File: config.mk
export PLATFORM = sky130hd
export DESIGN_NAME = mem_arbiter
export DESIGN_NICKNAME = d
export VERILOG_FILES = /design/src/rtl/mem_arb_pkg.sv /design/src/rtl/mem_arb_pick.sv /design/src/rtl/mem_arbiter.sv
export SDC_FILE = /design/constraint.sdc
export NUM_CORES = 1
export LEC_CHECK = 0
export ABC_AREA = 1
export BUFFER_PORTS_ARGS = -buffer_cell sky130_fd_sc_hd__buf_4
export CAP_MARGIN = 20
export CELL_PAD_IN_SITES_DETAIL_PLACEMENT = 0
export CELL_PAD_IN_SITES_GLOBAL_PLACEMENT = 2
export CORE_AREA = 2 2 163 165
export CTS_CLUSTER_SIZE = 10
export DETAILED_ROUTE_END_ITERATION = 10
export DIE_AREA = 0 0 165 167
export PLACE_DENSITY = 0.91
export SYNTH_ARGS = -nofsm -noshare
export SYNTH_HDL_FRONTEND = slang
export SYNTH_HIERARCHICAL = 1
export SYNTH_SLANG_ARGS = --single-unit
File: constraint.sdc
create_clock -name clk_in -period 1.7 [get_ports clk_in]
set_input_delay 0 -clock clk_in [delete_from_list [all_inputs] [get_ports clk_in]]
set_output_delay 0 -clock clk_in [all_outputs]
set_load 0.02 [all_outputs]
File: src/rtl/mem_arb_pkg.sv
// Shared types and constants for the memory arbiter: FSM states, grant sources, byte counts.
package mem_arb_pkg;

  typedef enum logic [2:0] {IDLE, FETCH, LOAD, STORE, DRAIN} arb_state_t;
  typedef enum logic [1:0] {G_NONE, G_IF, G_LD, G_ST} grant_src_t;

  localparam logic [2:0] LEN_B = 3'd1;
  localparam logic [2:0] LEN_H = 3'd2;
  localparam logic [2:0] LEN_W = 3'd4;

  // A byte lane survives when its index lies below the transfer length.
  function automatic logic byte_kept(input int idx, input logic [2:0] len);
    return idx < int'(len);
  endfunction

endpackage

File: src/rtl/mem_arb_pick.sv
// Combinational grant selection: store > load > fetch, flush masks fetch/load,
// starvation flag promotes a waiting fetch to the top.
module mem_arb_pick
  import mem_arb_pkg::*;
(
  input  logic       st_req,
  input  logic       ld_req,
  input  logic       if_req,
  input  logic       flush,
  input  logic       starve,
  output grant_src_t grant
);

  logic if_ok;
  logic ld_ok;

  always_comb begin
    if_ok = if_req & ~flush;
    ld_ok = ld_req & ~flush;
    grant = G_NONE;
    if (starve && if_ok) grant = G_IF;
    else if (st_req)     grant = G_ST;
    else if (ld_ok)      grant = G_LD;
    else if (if_ok)      grant = G_IF;
  end

endmodule

File: src/rtl/mem_arbiter.sv
// Three-way arbiter (fetch / load / store) in front of a single byte-serial memory controller.
// Define MEM_ARB_STARVE_GUARD_EN to bound how long a pending fetch can be starved by data traffic.
module mem_arbiter
  import mem_arb_pkg::*;
#(
  parameter int ADDR_W     = 32,
  parameter int DATA_W     = 32,
  parameter int STARVE_MAX = 4
) (
  input  logic              clk_in,
  input  logic              rst_in,
  input  logic              rdy_in,
  input  logic              flush_in,
  input  logic              if_req,
  input  logic [ADDR_W-1:0] if_addr,
  output logic              if_done,
  output logic [DATA_W-1:0] if_rdata,
  input  logic              ld_req,
  input  logic [ADDR_W-1:0] ld_addr,
  input  logic [2:0]        ld_len,
  output logic              ld_done,
  output logic [DATA_W-1:0] ld_rdata,
  input  logic              st_req,
  input  logic [ADDR_W-1:0] st_addr,
  input  logic [2:0]        st_len,
  input  logic [DATA_W-1:0] st_wdata,
  output logic              st_done,
  output logic              mc_read,
  output logic              mc_write,
  output logic [ADDR_W-1:0] mc_addr,
  output logic [2:0]        mc_len,
  output logic [DATA_W-1:0] mc_wdata,
  input  logic              mc_done,
  input  logic [DATA_W-1:0] mc_rdata
);

  arb_state_t        state;
  grant_src_t        grant;
  logic              starve;
  logic [DATA_W-1:0] ld_masked;

  mem_arb_pick u_pick (
    .st_req (st_req),
    .ld_req (ld_req),
    .if_req (if_req),
    .flush  (flush_in),
    .starve (starve),
    .grant  (grant)
  );

`ifdef MEM_ARB_STARVE_GUARD_EN
  logic [2:0] starve_cnt;

  assign starve = (starve_cnt == 3'(STARVE_MAX));

  // Saturates at the limit so a flush-masked fetch cannot push the count past it.
  always_ff @(posedge clk_in or negedge rst_in) begin
    if (!rst_in) begin
      starve_cnt <= '0;
    end else if (rdy_in) begin
      if (!if_req) begin
        starve_cnt <= '0;
      end else if (state == IDLE) begin
        if (grant == G_IF)
          starve_cnt <= '0;
        else if ((grant == G_LD || grant == G_ST) && !starve)
          starve_cnt <= starve_cnt + 3'd1;
      end
    end
  end
`else
  assign starve = 1'b0;
`endif

  // Load data is trimmed to the latched length before it reaches the requester.
  for (genvar gi = 0; gi < DATA_W / 8; gi++) begin : g_mask
    assign ld_masked[gi*8 +: 8] = byte_kept(gi, mc_len) ? mc_rdata[gi*8 +: 8] : 8'h00;
  end

  always_ff @(posedge clk_in or negedge rst_in) begin
    if (!rst_in) begin
      state    <= IDLE;
      if_done  <= 1'b0;
      ld_done  <= 1'b0;
      st_done  <= 1'b0;
      if_rdata <= '0;
      ld_rdata <= '0;
      mc_read  <= 1'b0;
      mc_write <= 1'b0;
      mc_addr  <= '0;
      mc_len   <= '0;
      mc_wdata <= '0;
    end else if (rdy_in) begin
      if_done <= 1'b0;
      ld_done <= 1'b0;
      st_done <= 1'b0;
      case (state)
        IDLE: begin
          case (grant)
            G_ST: begin
              state    <= STORE;
              mc_write <= 1'b1;
              mc_addr  <= st_addr;
              mc_len   <= st_len;
              mc_wdata <= st_wdata;
            end
            G_LD: begin
              state    <= LOAD;
              mc_read  <= 1'b1;
              mc_addr  <= ld_addr;
              mc_len   <= ld_len;
              mc_wdata <= '0;
            end
            G_IF: begin
              state    <= FETCH;
              mc_read  <= 1'b1;
              mc_addr  <= if_addr;
              mc_len   <= LEN_W;
              mc_wdata <= '0;
            end
            default: ;
          endcase
        end
        FETCH, LOAD: begin
          if (mc_done) begin
            state   <= IDLE;
            mc_read <= 1'b0;
            if (!flush_in) begin
              if (state == FETCH) begin
                if_done  <= 1'b1;
                if_rdata <= mc_rdata;
              end else begin
                ld_done  <= 1'b1;
                ld_rdata <= ld_masked;
              end
            end
          end else if (flush_in) begin
            state <= DRAIN;
          end
        end
        STORE: begin
          if (mc_done) begin
            state    <= IDLE;
            mc_write <= 1'b0;
            st_done  <= 1'b1;
          end
        end
        DRAIN: begin
          // The controller cannot be aborted; wait it out and drop the data.
          if (mc_done) begin
            state   <= IDLE;
            mc_read <= 1'b0;
          end
        end
        default: state <= IDLE;
      endcase
    end
  end

endmodule

# Word level (Yosys, flattened, before mapping)
# Index checks and enable logic that the tools add are counted.
# word_totals
regBits,139
in_bits,174
wordCells,79
# classes
n_lt_le_gt_ge,4
eq_ne,14
mux,30
n_bitwise,4
reduce_logical,16
# ops
operator,count
$pmux W32 S3,1
$pmux W32 S2,1
$mux W8,4
$pmux W3 S3,3
$mux W1,14
$reduce_and A4 Y1,3
$reduce_and A5 Y1,2
$mux W3,3
$eq A3 B2 Y1 const B,2
$lt A1 B3 Y1 const A,2
$lt A2 B3 Y1 const A,2
$ne A2 B1 Y1 const B,3
$reduce_and A3 Y1,2
$reduce_bool A2 Y1,3
$reduce_or A2 Y1,3
$eq A2 B2 Y1 const B,2
$mux W2,2
$ne A2 B2 Y1 const B,2
$ne A4 B1 Y1 const B,1
$pmux W1 S2,2
$eq A3 B1 Y1 const B,1
$eq A3 B3 Y1 const B,1
$logic_not A3 Y1,1
$ne A3 B3 Y1 const B,1
other kinds (5),7

# Longest topological paths before layout
# depth
word_depth,9
mapped_depth,14
ltp_nobuf,14

# Hierarchy
# Netlist, hierarchy kept.
# modules_own_cells
mod,n_inst,cells_each,area_each_um2
mem_arbiter,1,747,6272.3
mem_arb_pick,1,13,50.0

# Least setup slack after synthesis
# Ideal clock, no wire load.
# synth_path
path_type,input to register
startpoint,in flush_in
endpoint,reg mc_addr[10]
arrival_time_ns,1.460
t_required_ns,1.576
setup_slack_ns,0.116
path_stages,11
cell_sequence,inv_1 -> nand2_1 -> nand2_1 -> nand2_1 -> inv_1 -> inv_1 -> ha_1 -> buf_1 -> clkbuf_1 -> a31o_2 -> a21oi_1
# synth_via
word_cells_on_any_way,12
cone_classes,3 x eq/ne; 4 x mux; 3 x bitwise; 2 x reduce/logical
# synth_lines
element,line,text
from (decl),mem_arbiter.sv:13,"input logic flush_in,"
$not A1 Y1 (*),mem_arb_pick.sv:19,ld_ok = ld_req & ~flush;
$and A1 B1 Y1 (*),mem_arb_pick.sv:19,
$mux W2 (*),mem_arb_pick.sv:23,else if (ld_ok) grant = G_LD;
$mux W2 (*),mem_arb_pick.sv:22,else if (st_req) grant = G_ST;
via grant[1],mem_arbiter.sv:38,grant_src_t grant;
$eq A2 B1 Y1 or $eq A2 B2 Y1 (tied branches),mem_arbiter.sv:99,case (grant)
$reduce_bool A3 Y1 (no line),n/a,
$reduce_and A3 Y1 (no line),n/a,
to (signal assigned),mem_arbiter.sv:103,mc_addr <= st_addr;
to (signal assigned),mem_arbiter.sv:110,mc_addr <= ld_addr;
to (signal assigned),mem_arbiter.sv:117,mc_addr <= if_addr;
to (decl),mem_arbiter.sv:30,"output logic [ADDR_W-1:0] mc_addr,"
# The timed path passes the listed nets; every way through them passes the cells marked *.
# A chain may end at the register's enable or synchronous reset.

# Worst setup path after layout
# layout_path
startpoint,in flush_in
endpoint,reg mc_len[1]
# layout_via
word_cells_on_any_way,12
cone_classes,3 x eq/ne; 4 x mux; 3 x bitwise; 2 x reduce/logical
# layout_lines
element,line,text
$not A1 Y1 (*),mem_arb_pick.sv:19,
$and A1 B1 Y1 (*),mem_arb_pick.sv:19,
$mux W2 (*),mem_arb_pick.sv:23,
$mux W2 (*),mem_arb_pick.sv:22,
via grant[1],mem_arbiter.sv:38,
$eq A2 B1 Y1 or $eq A2 B2 Y1 (tied branches),mem_arbiter.sv:99,
$reduce_bool A3 Y1 (no line),n/a,
$reduce_and A3 Y1 (no line),n/a,
to (signal assigned),mem_arbiter.sv:104,mc_len <= st_len;
to (signal assigned),mem_arbiter.sv:111,mc_len <= ld_len;
to (decl),mem_arbiter.sv:31,"output logic [2:0] mc_len,"
# Marks and branches as above.

==> metrics.md <==
| Metric | Value |
|---|---|
| Final setup fails | 0 |
| Syn_area_per_cell | 8.32 um^2 |
| First-pass GRT wire length | 36.5 mm |
| Vias in the first global route | 7057 |
| Synth top area share | 55.0% |
| Period Utilization, post-route | 90.9% |
| Fmax achieved | 0.647 GHz |
| Vias per cell | 4.40 |
| Commonest cells after routing, fill and taps aside | buf_4 (320), nand2_1 (195), dlygate4sd3_1 (167), dfrtp_1 (139), inv_1 (81) |
| Total CTS buffers | 17 |
| DRC | 0 |
| Clock tree buffer depth | 2 |
| Highest Signal Layer | met4 |
| P&R area growth vs syn | 81.1% |
| Grt ovf | 0 |
| Clock latency on the worst-skew pair | 0.41 ns |
| Setup CP Type | in -> reg |
| RSZ-0062 raised after global routing | no |
| Die area | 27600 um^2 |
| M1 WL | 9.65 mm |
| DR WL met2 | 11.4 mm |
| Routed met3 length | 2.15 mm |
| Final count of hold timing violations | 0 |
| Commonest non-fill, non-tap cell in the layout | buf_4 |
| Core Box Area | 25800 um^2 |
| CTS clk-pin slew, worst paths | 0.07 ns |
| Total number of H-tree levels | 4 |
| Syn. warnings | 6 |
| Die W | 165 um |
| Average wire per standard cell | 15.0 um |
| Die H | 167 um |
| DP HPWL | 15.7 mm |
| Num ports | 310 |
| TritonCTS clock tree | done |
| Top FF cell, synth | dfrtp_1 |
| Power per cell area | 1520 nW/um^2 |
| Pleak | 5.64 nW |
| Setup ws final | 0.154 ns |
| CP startpoint kind | input pin |
| Initial DRC Count | 382 |
| Worst EP arrival | 1.83 ns |
| Clock sink count | 139 |
| Pre-CTS setup slack | 0.0163 ns |
| Setup TNS Final | 0 ns |
| GRT Util Overall | 16.8% |
| Starting density of the core | 24.5% |
| Number of port buffers | 309 |
| Routability Congestion | 0.785 |
| Largest net degree at the start of global routing | 75 |
| Antenna-violating nets left | 0 |
| Cell taking the most area after synthesis | dfrtp_1 |
| Min Tclk post-route | 1.55 ns |
| CP endpoint kind | flop |
| Initial antenna violation count | 1 |
| Number of flops mapped to enable cells by yosys | 0 |
| Worst EP required | 1.98 ns |
| Post-Synthesis Cells | 760 |
| Max-slew violations | 0 |
| Fin nets | 1412 |
| Status | complete, no violations |
| Yosys cell types | 23 |
| Post-Syn Area | 6320 um^2 |
| Layout Skew | 0.00925 ns |
| DRT Wirelength | 23.6 mm |
| Asr flop ratio synth | 100% |
| Via count | 6959 |
| Seq cells post-synth | 139 |
| Worst Hold Class | in -> reg |
| Std-Cell Rows | 59 |
| Fillers | 2458 |
| Peak supply drop | 0.000650 V |
| Clock root buffer | clkbuf_16 |
| Maximum fanout along the worst path | 34 |
| Max-cap viol count | 0 |
| Sequential share of the synthesized area | 55.0% |
| Pre-antenna DRT Iters | 5 |
| Layout cells sized above 1 | 32.1% |
| Top cells by area, synth | dfrtp_1 (55%), nand2_1 (12%), o21ai_0 (5.6%) |
## layout make-up
class	count	area, um^2	area share [%]
diodes	1	2.50	0.0219
clock buffers	19	443	3.87
clock inverters	13	151	1.32
inverters	82	308	2.69
multi-input cells	493	2340	20.4
flip-flops and latches	139	3480	30.4
well taps	335	419	3.66
repair buffers	499	4310	37.6
## stage by stage
step | area [um^2] | utilization (%) | hold slack, ns | cells | power [mW]
2_1_floorplan | 6330 | - | -0.296 | 761 | 9.55
3_3_place_gp | 9130 | 35.4 | -0.0639 | 1378 | 13.2
3_5_place_dp | 9130 | 35.4 | -0.0589 | 1378 | 13.2
4_1_cts | 11400 | 44.2 | 0.00322 | 1577 | 17.5
5_1_grt | 11400 | 44.4 | 0.0304 | 1581 | 18.6
6_report | 11400 | 44.4 | 0.0154 | 1581 | 17.4
## critical path, cell delays in order
cell           delay, ns
buf_4               0.13
inv_1               0.06
nand2_1             0.05
nand2_1             0.05
nand2_1             0.04
inv_1               0.06
inv_1               0.09
ha_4                0.31
inv_2               0.07
buf_12              0.16
nand2_1             0.07
nand2_1             0.04
dlygate4sd3_1       0.54
nand2_1             0.08
o21ai_0             0.07
## cells by family (layout without fill, tap and decap cells)
group | Yosys count | in the layout | share of synthesized area (%)
buffers and inverters | 129 | 613 | 8.29
adder cells (fa/ha/maj) | 6 | 6 | 1.19
AND/OR/NAND/NOR | 317 | 317 | 20.2
AO/OA/AOI/OAI | 168 | 168 | 15.3
other | 1 | 3 | 0.0593
flip-flops | 139 | 139 | 55.0
## sequential cells by signal, indices dropped and copies added (netlist names)
register  cells
state         3
ld_done       1
mc_read       1
if_done       1
st_done       1
mc_wdata     32
if_rdata     32
mc_addr      32
ld_rdata     32
mc_len        3
mc_write      1
## per-layer routing
layer	global-route usage [%]	vias up
li1	-	3392
met1	19.7	3236
met2	28.7	301
met3	5.50	30
met4	5.90	0
met5	0	-
## worst paths after layout
| path | start | end | slack [ns] | depth (start not counted) |
|---|---|---|---|---|
| min in group asynchronous | rst_in | mc_addr[28] | 0.05 | 2 |
| max in group asynchronous | rst_in | mc_wdata[3] | 0.99 | 3 |
| worst max register to register | state[2] | mc_addr[6] | 0.17 | 7 |
| worst max-delay path | flush_in | mc_len[1] | 0.15 | 15 |
| worst min-delay path | st_len[2] | mc_len[2] | 0.02 | 5 |
| worst min register to register | if_done | if_done | 0.48 | 2 |
## what timing repair did
action | in CTS | in global routing
gates resized for setup | 0 | 4
buffers inserted | 0 | 2
endpoints found under the hold margin | 270 | 0
hold buffers | 167 | 0
endpoints found under the setup margin | 0 | 9
## report_power, final
group	internal (mW)	switching [mW]
registers	4.75	0.847
clock network	2.24	1.59
logic	3.45	4.56
## cell usage after synthesis (all sizes together) (6+ instances only)
master and instances:
nand2 196, dfrtp 139, o21ai 101, inv 82, nor2 74, nand3 36, a21oi 33, a31o 32
clkbuf 26, buf 21, nand4 8, ha 6
(Power assumes the default switching activity.)
